--- src/rtl/fetch_unit_if.sv ---
// fetch_unit_if: decode-side and instruction-memory signals of the fetch stage.
// fetch_misaligned_o exists only when FETCH_MISALIGN_TRAP_EN is defined.
interface fetch_unit_if;
    logic        incr_pc_i;
    logic        pc_load_i;
    logic [31:0] pc_load_addr_i;
    logic        imem_req_o;
    logic [31:0] imem_addr_o;
    logic        imem_gnt_i;
    logic        imem_rvalid_i;
    logic [31:0] imem_rdata_i;
    logic [31:0] d_inst_o;
    logic [31:0] d_pc_o;
    logic        d_valid_o;
`ifdef FETCH_MISALIGN_TRAP_EN
    logic        fetch_misaligned_o;
`endif
    modport master (
        input  incr_pc_i, pc_load_i, pc_load_addr_i, imem_gnt_i, imem_rvalid_i, imem_rdata_i,
`ifdef FETCH_MISALIGN_TRAP_EN
        output fetch_misaligned_o,
`endif
        output imem_req_o, imem_addr_o, d_inst_o, d_pc_o, d_valid_o
    );
    modport slave (
        output incr_pc_i, pc_load_i, pc_load_addr_i, imem_gnt_i, imem_rvalid_i, imem_rdata_i,
`ifdef FETCH_MISALIGN_TRAP_EN
        input  fetch_misaligned_o,
`endif
        input  imem_req_o, imem_addr_o, d_inst_o, d_pc_o, d_valid_o
    );
endinterface

--- src/rtl/fetch_unit.sv ---
// fetch_unit: fetch PC owner with prefetch FIFO, in-order response tracking and redirect flush.
// Define FETCH_MISALIGN_TRAP_EN for a sticky misaligned-redirect flag that halts fetching.
module fetch_unit #(
    parameter logic [31:0] RESET_PC   = 32'h0000_0000,
    parameter int          FIFO_DEPTH = 2,
    parameter logic [31:0] NOP_INST   = 32'h0000_0013
) (
    input logic          clk_i,
    input logic          rst_n_i,
    fetch_unit_if.master bus
);
    localparam int PW = $clog2(FIFO_DEPTH);
    localparam int CW = PW + 1;
    localparam logic [CW:0] DEPTH_W = (CW+1)'(FIFO_DEPTH);
`ifdef FETCH_MISALIGN_TRAP_EN
    localparam bit TRAP_EN = 1'b1;
`else
    localparam bit TRAP_EN = 1'b0;
`endif
    typedef enum logic {BOOT, RUN} state_t;
    state_t state_q, state_d;
    logic [31:0] fetch_addr_q, resp_pc_q, last_pc_q, tgt;
    logic [31:0] fifo_pc_q [FIFO_DEPTH];
    logic [31:0] fifo_inst_q [FIFO_DEPTH];
    logic [PW-1:0] rd_q, wr_q;
    logic [CW-1:0] count_q, outstanding_cnt, discard_cnt, owed;
    logic trap_q, misal, load, rv, drop, push, pop, req, fire;

    always_comb begin
        state_d = (state_q == BOOT) ? RUN : state_q;
        load    = bus.pc_load_i;
        tgt     = {bus.pc_load_addr_i[31:2], 2'b00};
        misal   = TRAP_EN && (bus.pc_load_addr_i[1:0] != 2'b00);
        rv      = bus.imem_rvalid_i && (outstanding_cnt != '0);
        drop    = rv && (discard_cnt != '0);
        push    = rv && !drop && !load;
        pop     = (count_q != '0) && bus.incr_pc_i && !load;
        req     = (state_q == RUN) && !load && !trap_q && (({1'b0, outstanding_cnt} + {1'b0, count_q}) < DEPTH_W);
        fire    = req && bus.imem_gnt_i;
        // every response still owed after this edge; on redirect all of them become stale
        owed    = outstanding_cnt + CW'(fire) - CW'(rv);
        bus.imem_req_o  = req;
        bus.imem_addr_o = fetch_addr_q;
        bus.d_valid_o   = count_q != '0;
        bus.d_inst_o    = (count_q != '0) ? fifo_inst_q[rd_q] : NOP_INST;
        bus.d_pc_o      = (count_q != '0) ? fifo_pc_q[rd_q] : last_pc_q;
    end

    always_ff @(posedge clk_i or negedge rst_n_i) begin
        if (!rst_n_i) begin
            state_q         <= BOOT;
            fetch_addr_q    <= RESET_PC;
            resp_pc_q       <= RESET_PC;
            last_pc_q       <= RESET_PC;
            rd_q            <= '0;
            wr_q            <= '0;
            count_q         <= '0;
            outstanding_cnt <= '0;
            discard_cnt     <= '0;
            trap_q          <= 1'b0;
        end else begin
            state_q         <= state_d;
            outstanding_cnt <= owed;
            if (load && misal) last_pc_q <= bus.pc_load_addr_i;
            else if (count_q != '0) last_pc_q <= fifo_pc_q[rd_q];
            if (load) begin
                fetch_addr_q <= tgt;
                resp_pc_q    <= tgt;
                discard_cnt  <= owed;
                trap_q       <= misal;
                rd_q         <= '0;
                wr_q         <= '0;
                count_q      <= '0;
            end else begin
                if (fire) fetch_addr_q <= fetch_addr_q + 32'd4;
                if (drop) discard_cnt <= discard_cnt - CW'(1);
                if (push) begin
                    wr_q      <= wr_q + PW'(1);
                    resp_pc_q <= resp_pc_q + 32'd4;
                end
                if (pop) rd_q <= rd_q + PW'(1);
                count_q <= count_q + CW'(push) - CW'(pop);
            end
        end
    end

    always_ff @(posedge clk_i) begin
        if (push) begin
            fifo_pc_q[wr_q]   <= resp_pc_q;
            fifo_inst_q[wr_q] <= bus.imem_rdata_i;
        end
    end

`ifdef FETCH_MISALIGN_TRAP_EN
    assign bus.fetch_misaligned_o = trap_q;
`endif
endmodule

--- src/flat_wrapper.sv ---
// flat-port wrapper written by rule: the top's interface ports become plain ports
module fetch_unit_flat 
#(
    parameter logic [31:0] RESET_PC   = 32'h0000_0000,
    parameter int          FIFO_DEPTH = 2,
    parameter logic [31:0] NOP_INST   = 32'h0000_0013
)
  (clk_i, rst_n_i, bus_incr_pc_i, bus_pc_load_i, bus_pc_load_addr_i, bus_imem_gnt_i, bus_imem_rvalid_i, bus_imem_rdata_i, bus_imem_req_o, bus_imem_addr_o, bus_d_inst_o, bus_d_pc_o, bus_d_valid_o);
  fetch_unit_if bus_i ();
  input logic clk_i;
  input logic rst_n_i;
  input wire logic [$bits(bus_i.incr_pc_i)-1:0] bus_incr_pc_i;
  input wire logic [$bits(bus_i.pc_load_i)-1:0] bus_pc_load_i;
  input wire logic [$bits(bus_i.pc_load_addr_i)-1:0] bus_pc_load_addr_i;
  input wire logic [$bits(bus_i.imem_gnt_i)-1:0] bus_imem_gnt_i;
  input wire logic [$bits(bus_i.imem_rvalid_i)-1:0] bus_imem_rvalid_i;
  input wire logic [$bits(bus_i.imem_rdata_i)-1:0] bus_imem_rdata_i;
  output wire logic [$bits(bus_i.imem_req_o)-1:0] bus_imem_req_o;
  output wire logic [$bits(bus_i.imem_addr_o)-1:0] bus_imem_addr_o;
  output wire logic [$bits(bus_i.d_inst_o)-1:0] bus_d_inst_o;
  output wire logic [$bits(bus_i.d_pc_o)-1:0] bus_d_pc_o;
  output wire logic [$bits(bus_i.d_valid_o)-1:0] bus_d_valid_o;
  assign bus_i.incr_pc_i = bus_incr_pc_i;
  assign bus_i.pc_load_i = bus_pc_load_i;
  assign bus_i.pc_load_addr_i = bus_pc_load_addr_i;
  assign bus_i.imem_gnt_i = bus_imem_gnt_i;
  assign bus_i.imem_rvalid_i = bus_imem_rvalid_i;
  assign bus_i.imem_rdata_i = bus_imem_rdata_i;
  assign bus_imem_req_o = bus_i.imem_req_o;
  assign bus_imem_addr_o = bus_i.imem_addr_o;
  assign bus_d_inst_o = bus_i.d_inst_o;
  assign bus_d_pc_o = bus_i.d_pc_o;
  assign bus_d_valid_o = bus_i.d_valid_o;
  fetch_unit #(.RESET_PC(RESET_PC), .FIFO_DEPTH(FIFO_DEPTH), .NOP_INST(NOP_INST)) u_core (.clk_i(clk_i), .rst_n_i(rst_n_i), .bus(bus_i));
endmodule
--- config.mk ---
export PLATFORM = sky130hd
export DESIGN_NAME = fetch_unit_flat
export DESIGN_NICKNAME = d
export VERILOG_FILES = /design/src/rtl/fetch_unit_if.sv /design/src/rtl/fetch_unit.sv /design/src/flat_wrapper.sv
export SDC_FILE = /design/constraint.sdc
export NUM_CORES = 1
export LEC_CHECK = 0
export ABC_AREA = 1
export CAP_MARGIN = 20
export CORE_UTILIZATION = 55
export DETAILED_ROUTE_END_ITERATION = 10
export PLACE_DENSITY_LB_ADDON = 0.05
export SLEW_MARGIN = 20
export SYNTH_ARGS = -nofsm -noshare
export SYNTH_HDL_FRONTEND = slang
export SYNTH_SLANG_ARGS = --single-unit
--- constraint.sdc ---
create_clock -name clk_i -period 8.9 [get_ports clk_i]
set_clock_uncertainty 0.1 [all_clocks]
set_input_delay 1.78 -clock clk_i [delete_from_list [all_inputs] [get_ports clk_i]]
set_output_delay 1.78 -clock clk_i [all_outputs]
set_load 0.03 [all_outputs]
==> results.md, run 1 <==
- NetSw: 1380 uW
- Synth top area share: 35.9%
- WL final: 25400 um
- CTS-repair resized insts: 0
- Worst Path Max Fanout: 24
- Vias in the first global route: 7943
- Rel. slew slack: 43.3%
- Status: finished, final reports clean
- Ys async rst share: 44.9%
- Final setup fails: 0
- Area grow syn2layout: 24.5%
- Maximum root-to-sink buffer count: 3
- Layout cells sized above 1: 7.73%
- GRT overflow: 0
- Final HPWL DP: 16900 um
- Pre-CTS setup slack: 2.97 ns
- Post-route clock period utilization: 66.8%
- First-pass GRT wire length: 40200 um
- CTS tree: yes
- Max-slew violation count: 0
- Cell Area, Synth: 0.0104 mm2
- DRC: 0
- Crit path DAT: 4.06 ns
- Gr usage total: 26.2%
- 1st-iter DRT viols: 514
- Synth Instances: 1081
- RSZ-0062 raised after global routing: false
- Class of the worst hold path: reg -> reg
- Reg area: 0.00625 mm2
- Power density over cell area: 289 mW/mm2
- Die Ht: 139 um
- Sw frac: 37.1%
- Hold WS: 0.386 ns
- Die W: 139 um
- Internal: 2350 uW
- DRT Pass-1 Iters: 5
- Startpoint class of the critical path: primary input
- Root Buffer: clkbuf_16
- Core area: 0.0182 mm2
- Placer's final routability congestion estimate: 0.913
- Flops & latches, synth: 225
- Synth area leader: edfxtp_1
- Maximum vdd ir drop: 0.000166 V
- Synth Warn #: 0
- Ys flop type: edfxtp_1
- Filler Cell Count: 1386
- Std-Cell Rows: 49
- Starting Density: 57.0%
- Top achievable clock speed: 0.168 GHz
- Clock Latency Late Sink: 0.50 ns
- Final instance area: 0.0129 mm2
- Netlist cell types: 41
- Port Buffers: 163
- Critical path class: in -> out
- Io pins: 168
- Logic gate share of total power: 36.2%
- CTS clk-pin slew, worst paths: 0.06 ns
- Full die area: 0.0194 mm2
- Number of synthesized flops with an enable pin: 124
- WP data required: 7.02 ns
- Initial antenna violation count: 0
- Placed Area: 0.0122 mm2
- Htree depth: 1
- Clock power share: 25.0%
- Antenna viol nets, final: 0
- P_leak: 0.00527 uW
- Worst slew pin tran: 0.849 ns
- Finished Layout Cells: 1484
- Area of the multi-input gates: 0.00363 mm2
- TritonCTS buffer count: 23
- Final WS setup: 2.96 ns
- Final nets: 1317
- DR vias/cell: 5.47
- Commonest non-fill, non-tap cell in the layout: nand2_1
- # hold bufs at CTS: 0
- Most area-consuming cells after synthesis: edfxtp_1 36%, dfrtp_1 24%, nand2_1 11%
- Setup crit end kind: primary output
- Detailed-route wire length per cell: 17.1 um
- Placed Instances: 1443
- Total Neg Setup Slack: 0 ns
- Flop pwr share: 38.8%
- Vias: 8122
- Final hold violations: 0
- Register area share after synthesis: 60.3%
- Most frequent cells in the layout: 314 x nand2_1, 162 x clkdlybuf4s50_1, 124 x edfxtp_1
- Syn avg cell area: 9.60 um2
- Largest net degree at the start of global routing: 64
- Setup Buffers After CTS: 0
- Max-cap violations: 0
- Minimum clock period: 5.94 ns
- Clock Sinks: 225
- R2r setup slk: 5.76 ns
- Ant diodes: 0
## per-layer routing
metal	wire, um	vias to the layer above	track usage, %
met5	0	-	0
met4	742	0	9.71
met3	1730	51	3.65
met2	12200	331	44.9
met1	10700	3838	34.1
li1	-	3902	-
## sequential cells by signal, indices dropped and copies added (netlist names)
name,cells
u_core.wr_q,1
u_core.resp_pc_q,30
u_core.discard_cnt,2
u_core.rd_q,1
u_core.state_q,1
u_core.outstanding_cnt,2
u_core.bus.imem_addr_o,30
u_core.count_q,2
u_core.fifo_pc_q,60
u_core.fifo_inst_q,64
u_core.last_pc_q,32
## cell families after synthesis
family / synth area share (%)
AND/OR/NAND/NOR: 23.3
flip-flops: 60.3
AO/OA/AOI/OAI: 8.18
buffers and inverters: 4.99
XOR/XNOR: 2.20
adder cells (fa/ha/maj): 1.04
other: 0.0724
## cell type report
type	count	share of cell area [%]
Clock buffer	34	5.01
Clock inverter	7	0.649
Inverter	88	2.56
Multi-Input combinational cell	731	28.1
Sequential cell	225	48.4
Tap cell	229	2.22
Timing Repair Buffer	170	13.0
## critical path: stages
cell             delay, ns
clkdlybuf4s50_1       0.86
buf_4                 0.43
nor2_2                0.13
nand3_2               0.12
inv_1                 0.07
clkdlybuf4s50_1       0.66
## through the flow
step	utilization (%)	power, uW
2_1_floorplan	-	2270
3_3_place_gp	66.9	2780
3_5_place_dp	66.9	2820
4_1_cts	70.9	3760
5_1_grt	70.9	3930
6_report	70.9	3740
## final timing paths
check | to | cells past startpoint | start
setup / recovery | bus_imem_req_o | 6 | bus_pc_load_i
hold / removal | u_core.last_pc_q[1]$_DFF_PN0_ | 2 | u_core.last_pc_q[1]$_DFF_PN0_
setup reg to reg | u_core.fifo_pc_q[0][3]$_DFFE_PP_ | 7 | u_core.discard_cnt[0]$_DFFE_PN0P_
hold reg to reg | u_core.last_pc_q[1]$_DFF_PN0_ | 2 | u_core.last_pc_q[1]$_DFF_PN0_
max in group asynchronous | u_core.rd_q$_DFFE_PN0P_ | 2 | rst_n_i
min in group asynchronous | u_core.outstanding_cnt[0]$_DFF_PN0_ | 1 | rst_n_i
## Yosys cell counts (7+ instances only)
library cell,n
nand2_1,314
edfxtp_1,124
dfrtp_1,101
a21oi_1,97
nor2_1,90
inv_1,77
nand3_1,66
o21ai_0,22
clkbuf_1,21
xor2_1,20
nand4_1,15
o211ai_1,13
nor2_4,12
inv_2,11
buf_2,9
nor2_2,8
ha_1,7
o21bai_1,7
## power groups by stage
stage,Sequential (uW),Combinational [uW],Clock [uW]
finish,1450,1350,933
global route,1470,1460,993
CTS,1450,1360,952
detailed placement,1460,1350,0
global placement,1460,1320,0
floorplan,1470,802,0
No activity file was read; power rests on OpenSTA's default activity.
==> inputs of run 2 (changes only) <==
CORE_UTILIZATION = 54   (was 55)
clock period = 6.13 ns   (was 8.9 ns; I/O delays follow)
==> run 2 against run 1 <==
Net effect: critical path depth shrank 1; via count shrank 1.2%; sequential share of layout area shrank 0.41 points; global-route usage shrank 0.73 points; wire length shrank 2.9%; critical path type is now reg -> out; utilization shrank 1.5 points; combinational power grew 44%; total power grew 47%; final area grew 0.85%; critical endpoint is now bus_d_pc_o[14]; clock power grew 56%; clock-buffer cell count shrank 2; sequential power grew 45%.
==> results.md, run 2 (synthesis gave the netlist of run 1 again) <==
- Die Ht: 141 um (+0.91%)
- Final nets: 1319 (+0.15%)
- Startpoint class of the critical path: flip-flop
- Std-Cell Rows: 50 (+2.0%)
- Root Buffer: clkbuf_16
- Slowest stage delay, CP: 0.75 ns (-0.11 ns)
- Placer's final routability congestion estimate: 0.916 (+0.32%)
- Critical path class: reg -> out
- Most frequent cells in the layout: 314 x nand2_1, 162 x clkdlybuf4s50_1, 124 x edfxtp_1
- Maximum root-to-sink buffer count: 3 (unchanged)
- Final instance area: 0.0130 mm2 (+0.85%)
- Io pins: 168 (unchanged)
- Commonest non-fill, non-tap cell in the layout: nand2_1
- Port Buffers: 163 (unchanged)
- Largest register FFs: 64 (unchanged)
- # hold bufs at CTS: 0 (unchanged)
- Final HPWL DP: 16400 um (-3.0%)
- CTS tree: yes
- Top flop regs: u_core.fifo_inst_q: 64 flops, u_core.fifo_pc_q: 60 flops, u_core.last_pc_q: 32 flops
- Rel. slew slack: 43.2% (about the same)
- CTS clk-pin slew, worst paths: 0.06 ns (about the same)
- Max-slew violation count: 0 (unchanged)
- Vias in the first global route: 7677 (-3.3%)
- Final setup fails: 0 (unchanged)
- Maximum vdd ir drop: 0.000220 V (+32%)
- Clock Latency Late Sink: 0.51 ns (about the same)
- GRT met2 Usage: 42.6% (-2.4 points)
- WL final: 24600 um (-2.9%)
- CTS-repair resized insts: 0 (unchanged)
- Class of the worst hold path: reg -> reg
- RSZ-0062 raised after global routing: false
- Max-cap violations: 0 (unchanged)
- Busiest grt layer: met2
- DRC: 0 (unchanged)
- Worst Path Max Fanout: 40 (+67%)
- Core area: 0.0188 mm2 (+3.1%)
- Htree depth: 1 (unchanged)
- Most frequent CP cell: a21oi_1
- DRT Pass-1 Iters: 7 (+2)
- Power density over cell area: 423 mW/mm2 (+46%)
- Largest Register: u_core.fifo_inst_q
- Crit path DAT: 3.07 ns (-0.99 ns)
- CP Depth: 5 (-1)
- Hold WS: 0.385 ns (-0.00121 ns)
- Status: finished, final reports clean
- TritonCTS buffer count: 24 (+4.3%)
- Slowest cell on the critical path: clkdlybuf4s50_1
- Top achievable clock speed: 0.227 GHz
- Hold Path Stages: 2 (unchanged)
- 1st-iter DRT viols: 453 (-12%)
- Antenna viol nets, final: 0 (unchanged)
- Largest net degree at the start of global routing: 63 (-1.6%)
- Met1 usage: 34.8% (+0.66 points)
- DR vias/cell: 5.37 (-1.8%)
- Setup Buffers After CTS: 0 (unchanged)
- CP Cell Sequence: nor2_4 -> buf_4 -> a21oi_1 -> a21oi_1 -> clkdlybuf4s50_1
- Initial antenna violation count: 0 (unchanged)
- Gr usage total: 25.5% (-0.73 points)
- GRT overflow: 0 (unchanged)
- Full die area: 0.0198 mm2 (+1.8%)
- Vias: 8023 (-1.2%)
- Total Neg Setup Slack: 0 ns (unchanged)
- Minimum clock period: 4.40 ns
- Starting Density: 55.3% (-1.7 points)
- P_leak: 0.00531 uW (+0.72%)
- Setup crit end kind: primary output
- R2R cell count: 13 (+6)
- Detailed-route wire length per cell: 16.5 um (-3.5%)
- Clock Sinks: 225 (unchanged)
- WP data required: 4.80 ns (-2.22 ns)
- First-pass GRT wire length: 39500 um (-1.7%)
- Final hold violations: 0 (unchanged)
- Crit path buf inv count: 2 (-2)
- Area grow syn2layout: 25.5%
- Placed Area: 0.0122 mm2 (+0.22%)
- Filler Cell Count: 1431 (+3.2%)
- Met3 usage: 3.46% (-0.18 points)
- Layout cells sized above 1: 8.42% (+0.69 points)
- Post-route clock period utilization: 71.7%
- Worst slew pin tran: 0.852 ns (+0.00295 ns)
- Top delay family on crit path: buffers and inverters
- Die W: 141 um (+0.91%)
- Ant diodes: 0 (unchanged)
-- run 2: worst paths after layout --
path,from,end,slack (ns)
setup / recovery,u_core.count_q[1]$_DFF_PN0_,bus_d_pc_o[14],1.73
hold / removal,u_core.last_pc_q[0]$_DFF_PN0_,u_core.last_pc_q[0]$_DFF_PN0_,0.39
setup reg to reg,u_core.count_q[0]$_DFF_PN0_,u_core.bus.imem_addr_o[16]$_DFFE_PN0P_,3.23
hold reg to reg,u_core.last_pc_q[0]$_DFF_PN0_,u_core.last_pc_q[0]$_DFF_PN0_,0.39
max in group asynchronous,rst_n_i,u_core.rd_q$_DFFE_PN0P_,4.13
min in group asynchronous,rst_n_i,u_core.outstanding_cnt[1]$_DFF_PN0_,0.67
-- run 2: area by class of cell --
cell class / instances / area (um2) / share of cell area [%]
sequential: 225 / 6250 / 48.0
multi-input combinational: 731 / 3630 / 27.9
timing repair buffer: 171 / 1700 / 13.1
clock buffer: 32 / 692 / 5.31
inverter: 88 / 330 / 2.54
tap: 234 / 293 / 2.25
clock inverter: 12 / 123 / 0.942
-- run 2: tightest hold or removal path: cells and delay by family, from the launching register on --
kind                   cells  cell delay (ns)
flip-flops                 1             0.35
buffers and inverters      1             0.05
AND/OR/NAND/NOR            1             0.05
-- run 2: stage by stage --
step	setup slack [ns]	instances	util [%]	power (uW)
floorplan	1.21	1082	-	3300
global placement	1.89	1449	65.0	4040
detailed placement	1.85	1449	65.0	4080
CTS	1.68	1493	69.4	5550
global route	1.57	1493	69.4	5790
finish	1.73	1493	69.4	5510
-- run 2: metal layers --
metal | routed length (um) | up-vias
li1 | - | 3921
met1 | 10900 | 3768
met2 | 11700 | 288
met3 | 1450 | 46
met4 | 620 | 0
met5 | 0 | -
-- run 2: power by group --
| part | leakage [uW] | internal (uW) | switching [uW] | total, uW |
|---|---|---|---|---|
| sequential | 0.00232 | 1900 | 205 | 2100 |
| combinational | 0.00259 | 706 | 1250 | 1950 |
| clock | 0.000391 | 879 | 578 | 1460 |
| total | 0.00531 | 3480 | 2030 | 5510 |
